`config.mk`:
```
export PLATFORM = sky130hd
export DESIGN_NAME = rs_array_flat
export DESIGN_NICKNAME = d
export VERILOG_FILES = /design/src/rtl/rs_array_if.sv /design/src/rtl/rs_array.sv /design/src/flat_wrapper.sv
export SDC_FILE = /design/constraint.sdc
export NUM_CORES = 1
export LEC_CHECK = 0
export BUFFER_PORTS_ARGS = -buffer_cell sky130_fd_sc_hd__buf_2
export CORE_ASPECT_RATIO = 1.1
export CORE_MARGIN = 2
export CORE_UTILIZATION = 35
export DETAILED_ROUTE_END_ITERATION = 10
export HOLD_SLACK_MARGIN = 0.12
export SYNTH_ARGS = -nofsm -noshare
export SYNTH_HDL_FRONTEND = slang
export SYNTH_SLANG_ARGS = --single-unit
export TNS_END_PERCENT = 1
```
`constraint.sdc`:
```
create_clock -name clk -period 6.85 [get_ports clk]
set_clock_uncertainty 0.15 [all_clocks]
set_input_delay 1.0275 -clock clk [delete_from_list [all_inputs] [get_ports clk]]
set_output_delay 1.0275 -clock clk [all_outputs]
set_load 0.005 [all_outputs]
```
`src/rtl/rs_array_if.sv`:
```
// rs_array_if: dispatch, CDB wakeup, issue and branch-resolution signals of a
// reservation station.
//   master: the surrounding pipeline (rename/dispatch, CDB, FU, branch unit)
//   slave : the reservation station itself
// Ports are named from the station's point of view (_i into it, _o out of it).
interface rs_array_if #(
  parameter int unsigned RS_DEPTH  = 8,
  parameter int unsigned CDB_N     = 2,
  parameter int unsigned PRF_IDX_W = 6,
  parameter int unsigned ROB_IDX_W = 5,
  parameter int unsigned BR_MASK_W = 4,
  parameter int unsigned FU_SEL_W  = 3
);
  localparam int unsigned CNT_W = $clog2(RS_DEPTH) + 1;

  // Dispatch
  logic                       disp_vld_i;
  logic                       disp_rdy_o;
  logic [PRF_IDX_W-1:0]       disp_opa_tag_i;
  logic [PRF_IDX_W-1:0]       disp_opb_tag_i;
  logic                       disp_opa_rdy_i;
  logic                       disp_opb_rdy_i;
  logic [PRF_IDX_W-1:0]       disp_dest_tag_i;
  logic [FU_SEL_W-1:0]        disp_fu_sel_i;
  logic [31:0]                disp_IR_i;
  logic [ROB_IDX_W-1:0]       disp_rob_idx_i;
  logic [BR_MASK_W-1:0]       disp_br_mask_i;
  // CDB broadcasts
  logic [CDB_N-1:0]           cdb_vld_i;
  logic [CDB_N*PRF_IDX_W-1:0] cdb_tag_i;
  // Issue
  logic                       iss_vld_o;
  logic                       iss_rdy_i;
  logic [PRF_IDX_W-1:0]       iss_opa_tag_o;
  logic [PRF_IDX_W-1:0]       iss_opb_tag_o;
  logic [PRF_IDX_W-1:0]       iss_dest_tag_o;
  logic [FU_SEL_W-1:0]        iss_fu_sel_o;
  logic [31:0]                iss_IR_o;
  logic [ROB_IDX_W-1:0]       iss_rob_idx_o;
  logic [BR_MASK_W-1:0]       iss_br_mask_o;
  // Branch resolution
  logic                       br_pred_correct_i;
  logic                       br_recovery_i;
  logic [BR_MASK_W-1:0]       br_tag_fix_i;
  // Occupancy
  logic [CNT_W-1:0]           free_cnt_o;

  modport master (
    output disp_vld_i, disp_opa_tag_i, disp_opb_tag_i, disp_opa_rdy_i, disp_opb_rdy_i,
           disp_dest_tag_i, disp_fu_sel_i, disp_IR_i, disp_rob_idx_i, disp_br_mask_i,
           cdb_vld_i, cdb_tag_i, iss_rdy_i, br_pred_correct_i, br_recovery_i, br_tag_fix_i,
    input  disp_rdy_o, iss_vld_o, iss_opa_tag_o, iss_opb_tag_o, iss_dest_tag_o,
           iss_fu_sel_o, iss_IR_o, iss_rob_idx_o, iss_br_mask_o, free_cnt_o
  );

  modport slave (
    input  disp_vld_i, disp_opa_tag_i, disp_opb_tag_i, disp_opa_rdy_i, disp_opb_rdy_i,
           disp_dest_tag_i, disp_fu_sel_i, disp_IR_i, disp_rob_idx_i, disp_br_mask_i,
           cdb_vld_i, cdb_tag_i, iss_rdy_i, br_pred_correct_i, br_recovery_i, br_tag_fix_i,
    output disp_rdy_o, iss_vld_o, iss_opa_tag_o, iss_opb_tag_o, iss_dest_tag_o,
           iss_fu_sel_o, iss_IR_o, iss_rob_idx_o, iss_br_mask_o, free_cnt_o
  );
endinterface

```
`src/rtl/rs_array.sv`:
```
// rs_array: multi-entry reservation station with CDB wakeup, oldest-ready
// selection through an age matrix, and branch squash/clear.
// Ports:
//   clk - clock
//   rst - synchronous active-high reset
//   bus - rs_array_if.slave: dispatch in (disp_*), CDB wakeups (cdb_*),
//         issue out with valid/ready (iss_*), branch resolution (br_*),
//         registered free-entry count (free_cnt_o)
module rs_array #(
  parameter int unsigned RS_DEPTH  = 8,
  parameter int unsigned CDB_N     = 2,
  parameter int unsigned PRF_IDX_W = 6,
  parameter int unsigned ROB_IDX_W = 5,
  parameter int unsigned BR_MASK_W = 4,
  parameter int unsigned FU_SEL_W  = 3
) (
  input logic       clk,
  input logic       rst,
  rs_array_if.slave bus
);
  localparam int unsigned IDX_W = $clog2(RS_DEPTH);
  localparam int unsigned CNT_W = IDX_W + 1;

  function automatic logic cdb_hit(
    input logic [PRF_IDX_W-1:0]       tag,
    input logic [CDB_N-1:0]           vld,
    input logic [CDB_N*PRF_IDX_W-1:0] tags
  );
    logic hit;
    hit = 1'b0;
    for (int k = 0; k < CDB_N; k++) begin
      if (vld[k] && (tags[k*PRF_IDX_W +: PRF_IDX_W] == tag)) hit = 1'b1;
    end
    return hit;
  endfunction

  // Entry storage
  logic [RS_DEPTH-1:0]  valid_q, valid_d;
  logic [RS_DEPTH-1:0]  opa_rdy_q, opa_rdy_d;
  logic [RS_DEPTH-1:0]  opb_rdy_q, opb_rdy_d;
  logic [PRF_IDX_W-1:0] opa_tag_q  [RS_DEPTH];
  logic [PRF_IDX_W-1:0] opa_tag_d  [RS_DEPTH];
  logic [PRF_IDX_W-1:0] opb_tag_q  [RS_DEPTH];
  logic [PRF_IDX_W-1:0] opb_tag_d  [RS_DEPTH];
  logic [PRF_IDX_W-1:0] dest_tag_q [RS_DEPTH];
  logic [PRF_IDX_W-1:0] dest_tag_d [RS_DEPTH];
  logic [FU_SEL_W-1:0]  fu_sel_q   [RS_DEPTH];
  logic [FU_SEL_W-1:0]  fu_sel_d   [RS_DEPTH];
  logic [31:0]          ir_q       [RS_DEPTH];
  logic [31:0]          ir_d       [RS_DEPTH];
  logic [ROB_IDX_W-1:0] rob_idx_q  [RS_DEPTH];
  logic [ROB_IDX_W-1:0] rob_idx_d  [RS_DEPTH];
  logic [BR_MASK_W-1:0] br_mask_q  [RS_DEPTH];
  logic [BR_MASK_W-1:0] br_mask_d  [RS_DEPTH];
  // older_q[i][j] set: entry i was allocated before entry j
  logic [RS_DEPTH-1:0]  older_q    [RS_DEPTH];
  logic [RS_DEPTH-1:0]  older_d    [RS_DEPTH];
  logic [CNT_W-1:0]     free_cnt_q, free_cnt_d;

  // Per-cycle decode
  logic [RS_DEPTH-1:0]  opa_hit, opb_hit, entry_rdy, squash, sel_oh;
  logic [BR_MASK_W-1:0] clr_mask;
  logic                 disp_rdy, disp_opa_hit, disp_opb_hit, disp_drop, alloc;
  logic [IDX_W-1:0]     alloc_idx;
  logic                 alloc_found;
  logic                 iss_vld, iss_fire;
  logic [CNT_W-1:0]     sq_cnt;

  logic [PRF_IDX_W-1:0] iss_opa_tag, iss_opb_tag, iss_dest_tag;
  logic [FU_SEL_W-1:0]  iss_fu_sel;
  logic [31:0]          iss_ir;
  logic [ROB_IDX_W-1:0] iss_rob_idx;
  logic [BR_MASK_W-1:0] iss_br_mask;

  assign clr_mask     = bus.br_pred_correct_i ? bus.br_tag_fix_i : '0;
  assign disp_rdy     = (free_cnt_q != '0);
  assign disp_opa_hit = cdb_hit(bus.disp_opa_tag_i, bus.cdb_vld_i, bus.cdb_tag_i);
  assign disp_opb_hit = cdb_hit(bus.disp_opb_tag_i, bus.cdb_vld_i, bus.cdb_tag_i);
  assign disp_drop    = bus.br_recovery_i && ((bus.disp_br_mask_i & bus.br_tag_fix_i) != '0);
  assign alloc        = bus.disp_vld_i && disp_rdy && !disp_drop;

  // Wakeup, readiness and squash; a same-cycle CDB hit counts as ready.
  always_comb begin
    for (int i = 0; i < RS_DEPTH; i++) begin
      opa_hit[i]   = cdb_hit(opa_tag_q[i], bus.cdb_vld_i, bus.cdb_tag_i);
      opb_hit[i]   = cdb_hit(opb_tag_q[i], bus.cdb_vld_i, bus.cdb_tag_i);
      entry_rdy[i] = valid_q[i] && (opa_rdy_q[i] || opa_hit[i]) && (opb_rdy_q[i] || opb_hit[i]);
      squash[i]    = valid_q[i] && bus.br_recovery_i && ((br_mask_q[i] & bus.br_tag_fix_i) != '0);
    end
  end

  // Oldest-ready select: entry i wins if no other ready entry is older than it.
  always_comb begin
    for (int i = 0; i < RS_DEPTH; i++) begin
      sel_oh[i] = entry_rdy[i];
      for (int j = 0; j < RS_DEPTH; j++) begin
        if ((j != i) && entry_rdy[j] && !older_q[i][j]) sel_oh[i] = 1'b0;
      end
    end
  end

  // Issue mux; sel_oh is one-hot so an OR reduction suffices.
  always_comb begin
    iss_vld      = (entry_rdy != '0) && ((sel_oh & squash) == '0);
    iss_fire     = iss_vld && bus.iss_rdy_i;
    iss_opa_tag  = '0;
    iss_opb_tag  = '0;
    iss_dest_tag = '0;
    iss_fu_sel   = '0;
    iss_ir       = '0;
    iss_rob_idx  = '0;
    iss_br_mask  = '0;
    for (int i = 0; i < RS_DEPTH; i++) begin
      if (sel_oh[i] && iss_vld) begin
        iss_opa_tag  = iss_opa_tag  | opa_tag_q[i];
        iss_opb_tag  = iss_opb_tag  | opb_tag_q[i];
        iss_dest_tag = iss_dest_tag | dest_tag_q[i];
        iss_fu_sel   = iss_fu_sel   | fu_sel_q[i];
        iss_ir       = iss_ir       | ir_q[i];
        iss_rob_idx  = iss_rob_idx  | rob_idx_q[i];
        iss_br_mask  = iss_br_mask  | (br_mask_q[i] & ~clr_mask);
      end
    end
  end

  // Lowest-index free entry; entries freed this cycle are still marked valid.
  always_comb begin
    alloc_idx   = '0;
    alloc_found = 1'b0;
    for (int i = 0; i < RS_DEPTH; i++) begin
      if (!valid_q[i] && !alloc_found) begin
        alloc_idx   = IDX_W'(i);
        alloc_found = 1'b1;
      end
    end
  end

  always_comb begin
    sq_cnt = '0;
    for (int i = 0; i < RS_DEPTH; i++) sq_cnt = sq_cnt + CNT_W'(squash[i]);
    free_cnt_d = free_cnt_q - CNT_W'(alloc) + CNT_W'(iss_fire) + sq_cnt;
  end

  always_comb begin
    valid_d    = valid_q;
    opa_rdy_d  = opa_rdy_q;
    opb_rdy_d  = opb_rdy_q;
    opa_tag_d  = opa_tag_q;
    opb_tag_d  = opb_tag_q;
    dest_tag_d = dest_tag_q;
    fu_sel_d   = fu_sel_q;
    ir_d       = ir_q;
    rob_idx_d  = rob_idx_q;
    br_mask_d  = br_mask_q;
    older_d    = older_q;
    for (int i = 0; i < RS_DEPTH; i++) begin
      if (valid_q[i]) begin
        opa_rdy_d[i] = opa_rdy_q[i] | opa_hit[i];
        opb_rdy_d[i] = opb_rdy_q[i] | opb_hit[i];
        br_mask_d[i] = br_mask_q[i] & ~clr_mask;
        if (squash[i] || (iss_fire && sel_oh[i])) begin
          valid_d[i]   = 1'b0;
          opa_rdy_d[i] = 1'b0;
          opb_rdy_d[i] = 1'b0;
        end
      end
    end
    if (alloc) begin
      valid_d[alloc_idx]    = 1'b1;
      opa_rdy_d[alloc_idx]  = bus.disp_opa_rdy_i | disp_opa_hit;
      opb_rdy_d[alloc_idx]  = bus.disp_opb_rdy_i | disp_opb_hit;
      opa_tag_d[alloc_idx]  = bus.disp_opa_tag_i;
      opb_tag_d[alloc_idx]  = bus.disp_opb_tag_i;
      dest_tag_d[alloc_idx] = bus.disp_dest_tag_i;
      fu_sel_d[alloc_idx]   = bus.disp_fu_sel_i;
      ir_d[alloc_idx]       = bus.disp_IR_i;
      rob_idx_d[alloc_idx]  = bus.disp_rob_idx_i;
      br_mask_d[alloc_idx]  = bus.disp_br_mask_i & ~clr_mask;
      // New entry is younger than everything; stale bits of free entries are
      // rewritten when those entries are allocated later.
      for (int j = 0; j < RS_DEPTH; j++) begin
        older_d[alloc_idx][j] = 1'b0;
        older_d[j][alloc_idx] = (IDX_W'(j) != alloc_idx);
      end
    end
  end

  always_ff @(posedge clk) begin
    if (rst) begin
      valid_q    <= '0;
      opa_rdy_q  <= '0;
      opb_rdy_q  <= '0;
      free_cnt_q <= CNT_W'(RS_DEPTH);
      for (int i = 0; i < RS_DEPTH; i++) begin
        opa_tag_q[i]  <= '0;
        opb_tag_q[i]  <= '0;
        dest_tag_q[i] <= '0;
        fu_sel_q[i]   <= '0;
        ir_q[i]       <= '0;
        rob_idx_q[i]  <= '0;
        br_mask_q[i]  <= '0;
        older_q[i]    <= '0;
      end
    end else begin
      valid_q    <= valid_d;
      opa_rdy_q  <= opa_rdy_d;
      opb_rdy_q  <= opb_rdy_d;
      free_cnt_q <= free_cnt_d;
      opa_tag_q  <= opa_tag_d;
      opb_tag_q  <= opb_tag_d;
      dest_tag_q <= dest_tag_d;
      fu_sel_q   <= fu_sel_d;
      ir_q       <= ir_d;
      rob_idx_q  <= rob_idx_d;
      br_mask_q  <= br_mask_d;
      older_q    <= older_d;
    end
  end

  assign bus.disp_rdy_o     = disp_rdy;
  assign bus.free_cnt_o     = free_cnt_q;
  assign bus.iss_vld_o      = iss_vld;
  assign bus.iss_opa_tag_o  = iss_opa_tag;
  assign bus.iss_opb_tag_o  = iss_opb_tag;
  assign bus.iss_dest_tag_o = iss_dest_tag;
  assign bus.iss_fu_sel_o   = iss_fu_sel;
  assign bus.iss_IR_o       = iss_ir;
  assign bus.iss_rob_idx_o  = iss_rob_idx;
  assign bus.iss_br_mask_o  = iss_br_mask;
endmodule

```
`src/flat_wrapper.sv`:
```
// flat-port wrapper written by rule: the top's interface ports become plain ports
module rs_array_flat 
#(
  parameter int unsigned RS_DEPTH  = 8,
  parameter int unsigned CDB_N     = 2,
  parameter int unsigned PRF_IDX_W = 6,
  parameter int unsigned ROB_IDX_W = 5,
  parameter int unsigned BR_MASK_W = 4,
  parameter int unsigned FU_SEL_W  = 3
)
  (clk, rst, bus_disp_vld_i, bus_disp_opa_tag_i, bus_disp_opb_tag_i, bus_disp_opa_rdy_i, bus_disp_opb_rdy_i, bus_disp_dest_tag_i, bus_disp_fu_sel_i, bus_disp_IR_i, bus_disp_rob_idx_i, bus_disp_br_mask_i, bus_cdb_vld_i, bus_cdb_tag_i, bus_iss_rdy_i, bus_br_pred_correct_i, bus_br_recovery_i, bus_br_tag_fix_i, bus_disp_rdy_o, bus_iss_vld_o, bus_iss_opa_tag_o, bus_iss_opb_tag_o, bus_iss_dest_tag_o, bus_iss_fu_sel_o, bus_iss_IR_o, bus_iss_rob_idx_o, bus_iss_br_mask_o, bus_free_cnt_o);
  rs_array_if #(.RS_DEPTH(RS_DEPTH), .CDB_N(CDB_N), .PRF_IDX_W(PRF_IDX_W), .ROB_IDX_W(ROB_IDX_W), .BR_MASK_W(BR_MASK_W), .FU_SEL_W(FU_SEL_W)) bus_i ();
  input logic clk;
  input logic rst;
  input wire logic [$bits(bus_i.disp_vld_i)-1:0] bus_disp_vld_i;
  input wire logic [$bits(bus_i.disp_opa_tag_i)-1:0] bus_disp_opa_tag_i;
  input wire logic [$bits(bus_i.disp_opb_tag_i)-1:0] bus_disp_opb_tag_i;
  input wire logic [$bits(bus_i.disp_opa_rdy_i)-1:0] bus_disp_opa_rdy_i;
  input wire logic [$bits(bus_i.disp_opb_rdy_i)-1:0] bus_disp_opb_rdy_i;
  input wire logic [$bits(bus_i.disp_dest_tag_i)-1:0] bus_disp_dest_tag_i;
  input wire logic [$bits(bus_i.disp_fu_sel_i)-1:0] bus_disp_fu_sel_i;
  input wire logic [$bits(bus_i.disp_IR_i)-1:0] bus_disp_IR_i;
  input wire logic [$bits(bus_i.disp_rob_idx_i)-1:0] bus_disp_rob_idx_i;
  input wire logic [$bits(bus_i.disp_br_mask_i)-1:0] bus_disp_br_mask_i;
  input wire logic [$bits(bus_i.cdb_vld_i)-1:0] bus_cdb_vld_i;
  input wire logic [$bits(bus_i.cdb_tag_i)-1:0] bus_cdb_tag_i;
  input wire logic [$bits(bus_i.iss_rdy_i)-1:0] bus_iss_rdy_i;
  input wire logic [$bits(bus_i.br_pred_correct_i)-1:0] bus_br_pred_correct_i;
  input wire logic [$bits(bus_i.br_recovery_i)-1:0] bus_br_recovery_i;
  input wire logic [$bits(bus_i.br_tag_fix_i)-1:0] bus_br_tag_fix_i;
  output wire logic [$bits(bus_i.disp_rdy_o)-1:0] bus_disp_rdy_o;
  output wire logic [$bits(bus_i.iss_vld_o)-1:0] bus_iss_vld_o;
  output wire logic [$bits(bus_i.iss_opa_tag_o)-1:0] bus_iss_opa_tag_o;
  output wire logic [$bits(bus_i.iss_opb_tag_o)-1:0] bus_iss_opb_tag_o;
  output wire logic [$bits(bus_i.iss_dest_tag_o)-1:0] bus_iss_dest_tag_o;
  output wire logic [$bits(bus_i.iss_fu_sel_o)-1:0] bus_iss_fu_sel_o;
  output wire logic [$bits(bus_i.iss_IR_o)-1:0] bus_iss_IR_o;
  output wire logic [$bits(bus_i.iss_rob_idx_o)-1:0] bus_iss_rob_idx_o;
  output wire logic [$bits(bus_i.iss_br_mask_o)-1:0] bus_iss_br_mask_o;
  output wire logic [$bits(bus_i.free_cnt_o)-1:0] bus_free_cnt_o;
  assign bus_i.disp_vld_i = bus_disp_vld_i;
  assign bus_i.disp_opa_tag_i = bus_disp_opa_tag_i;
  assign bus_i.disp_opb_tag_i = bus_disp_opb_tag_i;
  assign bus_i.disp_opa_rdy_i = bus_disp_opa_rdy_i;
  assign bus_i.disp_opb_rdy_i = bus_disp_opb_rdy_i;
  assign bus_i.disp_dest_tag_i = bus_disp_dest_tag_i;
  assign bus_i.disp_fu_sel_i = bus_disp_fu_sel_i;
  assign bus_i.disp_IR_i = bus_disp_IR_i;
  assign bus_i.disp_rob_idx_i = bus_disp_rob_idx_i;
  assign bus_i.disp_br_mask_i = bus_disp_br_mask_i;
  assign bus_i.cdb_vld_i = bus_cdb_vld_i;
  assign bus_i.cdb_tag_i = bus_cdb_tag_i;
  assign bus_i.iss_rdy_i = bus_iss_rdy_i;
  assign bus_i.br_pred_correct_i = bus_br_pred_correct_i;
  assign bus_i.br_recovery_i = bus_br_recovery_i;
  assign bus_i.br_tag_fix_i = bus_br_tag_fix_i;
  assign bus_disp_rdy_o = bus_i.disp_rdy_o;
  assign bus_iss_vld_o = bus_i.iss_vld_o;
  assign bus_iss_opa_tag_o = bus_i.iss_opa_tag_o;
  assign bus_iss_opb_tag_o = bus_i.iss_opb_tag_o;
  assign bus_iss_dest_tag_o = bus_i.iss_dest_tag_o;
  assign bus_iss_fu_sel_o = bus_i.iss_fu_sel_o;
  assign bus_iss_IR_o = bus_i.iss_IR_o;
  assign bus_iss_rob_idx_o = bus_i.iss_rob_idx_o;
  assign bus_iss_br_mask_o = bus_i.iss_br_mask_o;
  assign bus_free_cnt_o = bus_i.free_cnt_o;
  rs_array #(.RS_DEPTH(RS_DEPTH), .CDB_N(CDB_N), .PRF_IDX_W(PRF_IDX_W), .ROB_IDX_W(ROB_IDX_W), .BR_MASK_W(BR_MASK_W), .FU_SEL_W(FU_SEL_W)) u_core (.clk(clk), .rst(rst), .bus(bus_i));
endmodule
```
==> results of run 1 <==
per-stage QoR:
| step | worst slack (ns) | util [%] | instances | area [µm²] | total power (W) |
|---|---|---|---|---|---|
| after floorplan | 0.873 | - | 3480 | 27200 | 0.00406 |
| after global placement | 0.367 | 36.9 | 4395 | 28400 | 0.00428 |
| after detailed placement | 0.300 | 36.9 | 4395 | 28400 | 0.00428 |
| after CTS | 0.465 | 39.5 | 4505 | 30400 | 0.00761 |
| after global routing | 0.216 | 39.5 | 4506 | 30400 | 0.00780 |
| final | 0.372 | 39.5 | 4509 | 30500 | 0.00756 |
kinds of logic after synthesis:
family | Yosys count | synth area share (%)
AO/OA/AOI/OAI | 962 | 22.9
XOR/XNOR | 220 | 7.09
adder cells (fa/ha/maj) | 15 | 0.857
buffers and inverters | 383 | 6.71
flip-flops | 580 | 42.7
AND/OR/NAND/NOR | 1320 | 19.7
worst max-delay path, stage by stage:
cell and delay (ns):
buf_2 0.42, buf_4 0.24, xor2_1 0.15, nor2_1 0.06, a41o_1 0.26, o221ai_2 0.53
o22ai_1 0.17, nor2_1 0.11, nor4b_2 0.30, buf_4 0.98, a22o_1 0.27, a221oi_1 0.04
a31oi_1 0.50, buf_2 0.21
synth_stat cells, drive strengths merged (3+ instances only):
cell type,n
a22oi,76
a31o,3
a41o,13
and3,4
and2,11
clkbuf,261
o21bai,5
dfxtp,580
a221oi,60
a21oi,510
nor4,19
nor3,31
xnor2,85
o22ai,21
o221ai,7
ha,9
a311o,9
a311oi,13
fa,6
inv,29
nand4,27
nor2,150
a211oi,9
nor2b,5
a22o,58
a222oi,36
o41ai,4
a31oi,91
xor2,135
o21ai,12
nand2,1031
nand3,11
nand2b,22
buf,93
o21a,21
area by class of cell:
class	count	area share, %
Sequential cell	580	38.1
Inverter	29	0.357
Antenna cell	4	0.0329
Tap cell	1035	4.25
Clock buffer	90	5.96
Timing Repair Buffer	234	5.02
Multi-Input combinational cell	2517	45.6
Clock inverter	20	0.678
cell usage in the layout (no fill, tap or decap), types with 58 or more instances in the layout:
master,synthesis,final
nand2_1,1031,1026
xor2_1,135,135
xnor2_1,85,85
a22o_1,58,58
a22oi_1,76,76
clkbuf_16,0,61
nor2_1,150,144
buf_2,8,154
a221oi_1,60,60
buf_4,54,67
dfxtp_1,580,580
a31oi_1,91,91
a21oi_1,510,510
power by group:
group	internal [W]	switching, W	leakage, nW
Sequential	0.00346	0.0000630	4.68
Combinational	0.000224	0.000472	4.62
Clock	0.00191	0.00144	0.997
how the worst max path moves through the flow:
stage	start	to	slack [ns]	depth (start not counted)
floorplan	bus_cdb_tag_i[7]	u_core.bus.free_cnt_o[3]	0.87	23
global placement	bus_cdb_tag_i[2]	u_core.bus.free_cnt_o[3]	0.37	21
detailed placement	bus_cdb_tag_i[2]	u_core.bus.free_cnt_o[3]	0.30	21
CTS	bus_cdb_tag_i[1]	bus_iss_br_mask_o[1]	0.47	14
global route	bus_cdb_tag_i[1]	bus_iss_br_mask_o[1]	0.22	14
finish	bus_cdb_tag_i[1]	bus_iss_opa_tag_o[5]	0.37	14
layer usage:
metal  vias up  track usage [%]
met2      1209             41.4
met5         -                0
li1      11800                -
met1     12400             32.8
met3       245             4.02
met4        10             10.4
sequential cells by signal (all words and copies together) (netlist names):
name                   cells
u_core.bus.free_cnt_o      4
u_core.valid_q             8
u_core.older_q            56
u_core.rob_idx_q          40
u_core.br_mask_q          32
u_core.dest_tag_q         48
u_core.fu_sel_q           24
u_core.opa_tag_q          48
u_core.opb_rdy_q           8
u_core.opa_rdy_q           8
u_core.ir_q              256
u_core.opb_tag_q          48
==> metrics.md, run 1 <==
| Metric | Value |
|---|---|
| Die ar. | `around 80000 µm²` |
| Vias in the first global route | `23800` |
| TritonCTS Buffers | `61` |
| # setup viols final | `0` |
| Tightest hold margin | `0.303 ns` |
| #FFs+latches synth | `580` |
| TritonCTS clock tree | `built` |
| Reg-to-Reg Start | `u_core.opa_tag_q[6]` |
| DR iter-0 viols | `3032` |
| Layout cells sized above 1 | `11.0%` |
| Worst Path Max Fanout | `64` |
| TritonRoute pass-1 iters | `8` |
| Fill cell count | `7974` |
| Met3 wire length | `8.23 mm` |
| Gpl congestion | `0.977` |
| Final min period | `around 6.5 ns` |
| First-pass GRT wire length | `about 150 mm` |
| Initial core utilization | `35.2%` |
| Clk buf depth | `3` |
| TNS Setup | `0 ns` |
| VDD IR-drop max | `0.195 mV` |
| MaxCap Viol Count | `0` |
| Post-CTS sizing | `0` |
| WP data arrival | `around 5.3 ns` |
| Wire length on met2 | `48.5 mm` |
| Nets | `3526` |
| PortBufs | `approximately 160` |
| Largest net degree at the start of global routing | `156` |
| CP startpoint kind | `input pin` |
| IO Pins | `156` |
| Rel. slew slack | `20.4%` |
| Drt wl/cell | `23.1 µm` |
| Routed WL | `104 mm` |
| Chip Width | `270 µm` |
| Post-DP HPWL | `just over 60 mm` |
| Main synth FF type | `dfxtp_1` |
| Syn_area_per_cell | `7.80 µm²` |
| Slew at the pin with the worst max-slew slack | `1.19 ns` |
| Warnings, synthesis | `0` |
| HP Start | `u_core.ir_q[63]` |
| DIE HEIGHT | `296 µm` |
| TritonCTS Sinks | `580` |
| WHS Path Cells | `2` |
| Hold_buf cts | `0` |
| DRC Markers | `0` |
| WHS Endpoint | `u_core.ir_q[63]` |
| Clock transition at path regs | `about 0.06 ns` |
| Worst EP required | `5.67 ns` |
| Register-to-Register Path Depth | `20` |
| Status | `complete, no violations` |
| Final hold vios | `0` |
| Via-to-Cell Ratio | `about 5.7` |
| Yosys top cell area share | `42.7%` |
| Routed metal-1 wirelength | `43.1 mm` |
| Async set or reset register ratio after synthesis | `0%` |
| P per Cell Area | `248 nW/µm²` |
| H-tree depth | `2` |
| Grt ovf | `0` |
| Multi-input logic area | `13900 µm²` |
| Syn-to-layout area delta | `12.1%` |
| Synth Instances | `3480` |
| Core area | `77100 µm²` |
| Synthesized area | `27200 µm²` |
| Register area | `11600 µm²` |
| Synth area leaders | `dfxtp_1, nand2_1, a21oi_1, xor2_1, clkbuf_1` |
| Top sig layer | `met5` |
| Worst-Skew Late Latency | `0.65 ns` |
| EDFF count, synth | `0` |
| Syn Nets | `3583` |
| FP Rows | `107` |
| Post-synthesis sequential area ratio | `42.7%` |
| DR vias | `25600` |
| Setup repair bufs after CTS | `0` |
| Worst setup EP type | `primary output` |
| CTS Root Cell | `clkbuf_16` |
| Crit Path Class | `in2out` |
| Fmax | `154 MHz` |
| Total track usage | `approximately 25%` |
| Post-route ant nets | `0` |
| Hold/Removal Path Class | `reg2reg` |
| Post-synthesis cell type count | `64` |
| Lkg Pwr | `slightly above 10 nW` |
| Critical R2R Capture | `u_core.bus.free_cnt_o[3]` |
| Antenna violations before repair | `9` |
| Reg2Reg Setup Slack | `1.09 ns` |
| Synth area leader | `dfxtp_1` |
| Fin. max-slew vios | `0` |
| Final Cycle Share | `about 95%` |
| RSZ-0062 raised after global routing | `no` |
Note: power is estimated with default switching activity, not from simulation.
==> run 2, diff against run 1 <==
--- a/config.mk
+++ b/config.mk
@@ -11,6 +11,7 @@
 export CORE_UTILIZATION = 35
 export DETAILED_ROUTE_END_ITERATION = 10
 export HOLD_SLACK_MARGIN = 0.12
+export PLACE_DENSITY_LB_ADDON = 0.3
 export SYNTH_ARGS = -nofsm -noshare
 export SYNTH_HDL_FRONTEND = slang
 export SYNTH_SLANG_ARGS = --single-unit
==> run 2 against run 1 <==
Non-clock buffer count down 2; largest power group is now the clock network; global-route usage up 0.37 points; worst setup slack got worse by 0.069 ns; highest routed layer unchanged.
==> metrics.md, run 2 (synthesis gave the netlist of run 1 again) <==
| Metric | Value |
|---|---|
| First-pass GRT wire length | `157 mm (+1.3%)` |
| Total track usage | `25.5% (+0.37 points)` |
| Layout cells sized above 1 | `11.0% (-0.041 points)` |
| Setup repair bufs after CTS | `0 (unchanged)` |
| Post-DP Area | `28400 µm² (about the same)` |
| Register-to-Register Path Depth | `20 (unchanged)` |
| Clk buf depth | `3 (unchanged)` |
| Chip Width | `270 µm (unchanged)` |
| DRC Markers | `0 (unchanged)` |
| Cell area after layout | `30600 µm² (+0.46%)` |
| Antenna violations before repair | `10 (+1)` |
| TNS Setup | `0 ns (unchanged)` |
| Die ar. | `79900 µm² (unchanged)` |
| Slew at the pin with the worst max-slew slack | `1.16 ns (-0.0302 ns)` |
| Largest Register | `u_core.ir_q` |
| Sw frac | `25.8% (-0.34 points)` |
| Worst setup path endpoint | `bus_iss_opb_tag_o[5]` |
| Worst setup EP type | `primary output` |
| Critical R2R Capture | `u_core.bus.free_cnt_o[3]` |
| IO Pins | `156 (unchanged)` |
| Gpl congestion | `0.972 (-0.51%)` |
| Nets | `3529 (+0.085%)` |
| Int Power | `0.00581 W (+3.9%)` |
| RSZ-0062 raised after global routing | `no` |
| Clock share of power | `46.2% (+1.9 points)` |
| PortBufs | `155 (unchanged)` |
| MaxCap Viol Count | `0 (unchanged)` |
| Post-CTS sizing | `0 (unchanged)` |
| Lkg Pwr | `10.4 nW (+0.66%)` |
| Psw | `0.00202 W (+2.1%)` |
| DR vias | `25500 (-0.54%)` |
| Worst Setup Slack post-DPL | `0.305 ns (+0.00466 ns)` |
| TritonCTS clock tree | `built` |
| Routed WL | `105 mm (+1.0%)` |
| WHS Path Cells | `2 (unchanged)` |
| VDD IR-drop max | `0.160 mV (-18%)` |
| Drt wl/cell | `23.3 µm (+1.0%)` |
| Final hold vios | `0 (unchanged)` |
| Largest stage delay, worst path | `0.64 ns (-0.34 ns)` |
| Max FFs per register | `256 (unchanged)` |
| Via-to-Cell Ratio | `5.65 (-0.54%)` |
| Critical Path, Cell by Cell | `buf_2, buf_4, xor2_1, nor2_1, a41o_1, o221ai_2, o22ai_1, nor2_1, nor4b_2, buf_4, buf_4, a222oi_1, a31oi_1, buf_2` |
| Initial core utilization | `35.2% (unchanged)` |
| CP startpoint | `bus_cdb_tag_i[3]` |
| TritonCTS Buffers | `66 (+8.2%)` |
| P per Cell Area | `256 nW/µm² (+3.0%)` |
| Hold/Removal Path Class | `reg2reg` |
| Commonest non-fill, non-tap cell in the layout | `nand2_1` |
| Post-route setup slack | `0.302 ns (-0.0693 ns)` |
| Fmax | `153 MHz (-1.1%)` |
| Post-route ant nets | `0 (unchanged)` |
| Worst-Skew Late Latency | `0.61 ns (-0.04 ns)` |
| DR iter-0 viols | `3006 (-0.86%)` |
| Most frequent cells in the layout | `nand2_1, dfxtp_1, a21oi_1` |
| CP startpoint kind | `input pin` |
| Register area | `11600 µm² (unchanged)` |
| Largest net degree at the start of global routing | `203 (+30%)` |
| Final min period | `6.55 ns (+0.0693 ns)` |
| Fill cell count | `7956 (-0.23%)` |
| Worst EP required | `5.67 ns (about the same)` |
| # setup viols final | `0 (unchanged)` |
| Fin. max-slew vios | `0 (unchanged)` |
| Reg2Reg Setup Slack | `1.22 ns (+0.13 ns)` |
| Core area | `77100 µm² (unchanged)` |
| Reg-to-Reg Start | `u_core.opb_tag_q[33]` |
| Clock transition at path regs | `0.05 ns (about the same)` |
| DIE HEIGHT | `296 µm (unchanged)` |
| H-tree depth | `3 (+1)` |
| FP Rows | `107 (unchanged)` |
| Syn-to-layout area delta | `12.6%` |
| Final Cycle Share | `95.6% (+1.0 points)` |
| N_diodes | `0 (-4)` |
| CTS Root Cell | `clkbuf_16` |
| Biggest regs | `u_core.ir_q x256, u_core.older_q x56` |
| Worst Path Max Fanout | `40 (-38%)` |
| TritonRoute pass-1 iters | `6 (-2)` |
| Hold_buf cts | `0 (unchanged)` |
| Status | `complete, no violations` |
| Reg power frac | `45.0% (-1.5 points)` |
| Most common cell on crit path | `buf_4` |
| Worst path slowest cell | `buf_4` |
| WP data arrival | `5.37 ns (+0.07 ns)` |
| Crit Path Class | `in2out` |
| Vias in the first global route | `23800 (-0.0042%)` |
| Multi-input logic area | `13900 µm² (unchanged)` |
| TritonCTS Sinks | `580 (unchanged)` |
| Post-DP HPWL | `60.6 mm (-0.12%)` |
| Rel. slew slack | `22.4% (+2.0 points)` |
| Grt ovf | `0 (unchanged)` |
| Gate power share | `8.8% (-0.4 points)` |
## run 2: cell types whose count changed in the layout (fill, tap and decap cells not counted), moves of 3 or more
cell       delta
buf_4         -3
diode_2       -4
bufinv_16     +3
clkbuf_1      +5
clkbuf_16     +5
clkbuf_8      -4
## run 2: worst min path at each step
stage	startpoint	to
after detailed placement	u_core.fu_sel_q[17]	u_core.fu_sel_q[17]
final	u_core.ir_q[39]	u_core.ir_q[39]
after global routing	u_core.fu_sel_q[19]	u_core.fu_sel_q[19]
after CTS	u_core.fu_sel_q[17]	u_core.fu_sel_q[17]
after global placement	u_core.dest_tag_q[21]	u_core.dest_tag_q[21]
after floorplan	u_core.ir_q[118]	u_core.ir_q[118]
## run 2: stage by stage
stage               power [W]  cells  hold WS (ns)  utilization, %
finish                0.00782   4509         0.302            39.7
global route          0.00808   4509         0.318            39.7
CTS                   0.00787   4509         0.303            39.7
detailed placement    0.00428   4393         0.296            36.9
global placement      0.00427   4393         0.291            36.9
floorplan             0.00406   3480         0.286               -
## run 2: layer usage
| metal | part of all wire [%] | GRT usage (%) | up-vias |
|---|---|---|---|
| met5 | 0.12 | 0 | - |
| met4 | 3.2 | 8.58 | 18 |
| met3 | 8.4 | 4.46 | 229 |
| met2 | 46 | 41.8 | 1182 |
| met1 | 42 | 34.0 | 12200 |
| li1 | - | - | 11800 |
## run 2: layout make-up
class / count / area share [%]
sequential: 580 / 38.0
clock inverter: 20 / 0.883
inverter: 29 / 0.356
timing repair buffer: 232 / 4.99
tap: 1035 / 4.23
multi-input combinational: 2517 / 45.4
clock buffer: 96 / 6.22
## run 2: critical path: cells and delay by family
kind            cells  cell delay [ns]
compound gates      5             1.61
simple gates        3             0.44
buf+inv             5             2.04
xor+xnor            1             0.14
## run 2: power by group through the flow
stage / Combinational [W] / Clock (W) / Sequential, W
floorplan: 0.000488 / 0 / 0.00357
global placement: 0.000676 / 0 / 0.00360
detailed placement: 0.000681 / 0 / 0.00360
CTS: 0.000684 / 0.00366 / 0.00352
global route: 0.000753 / 0.00380 / 0.00353
finish: 0.000686 / 0.00361 / 0.00352
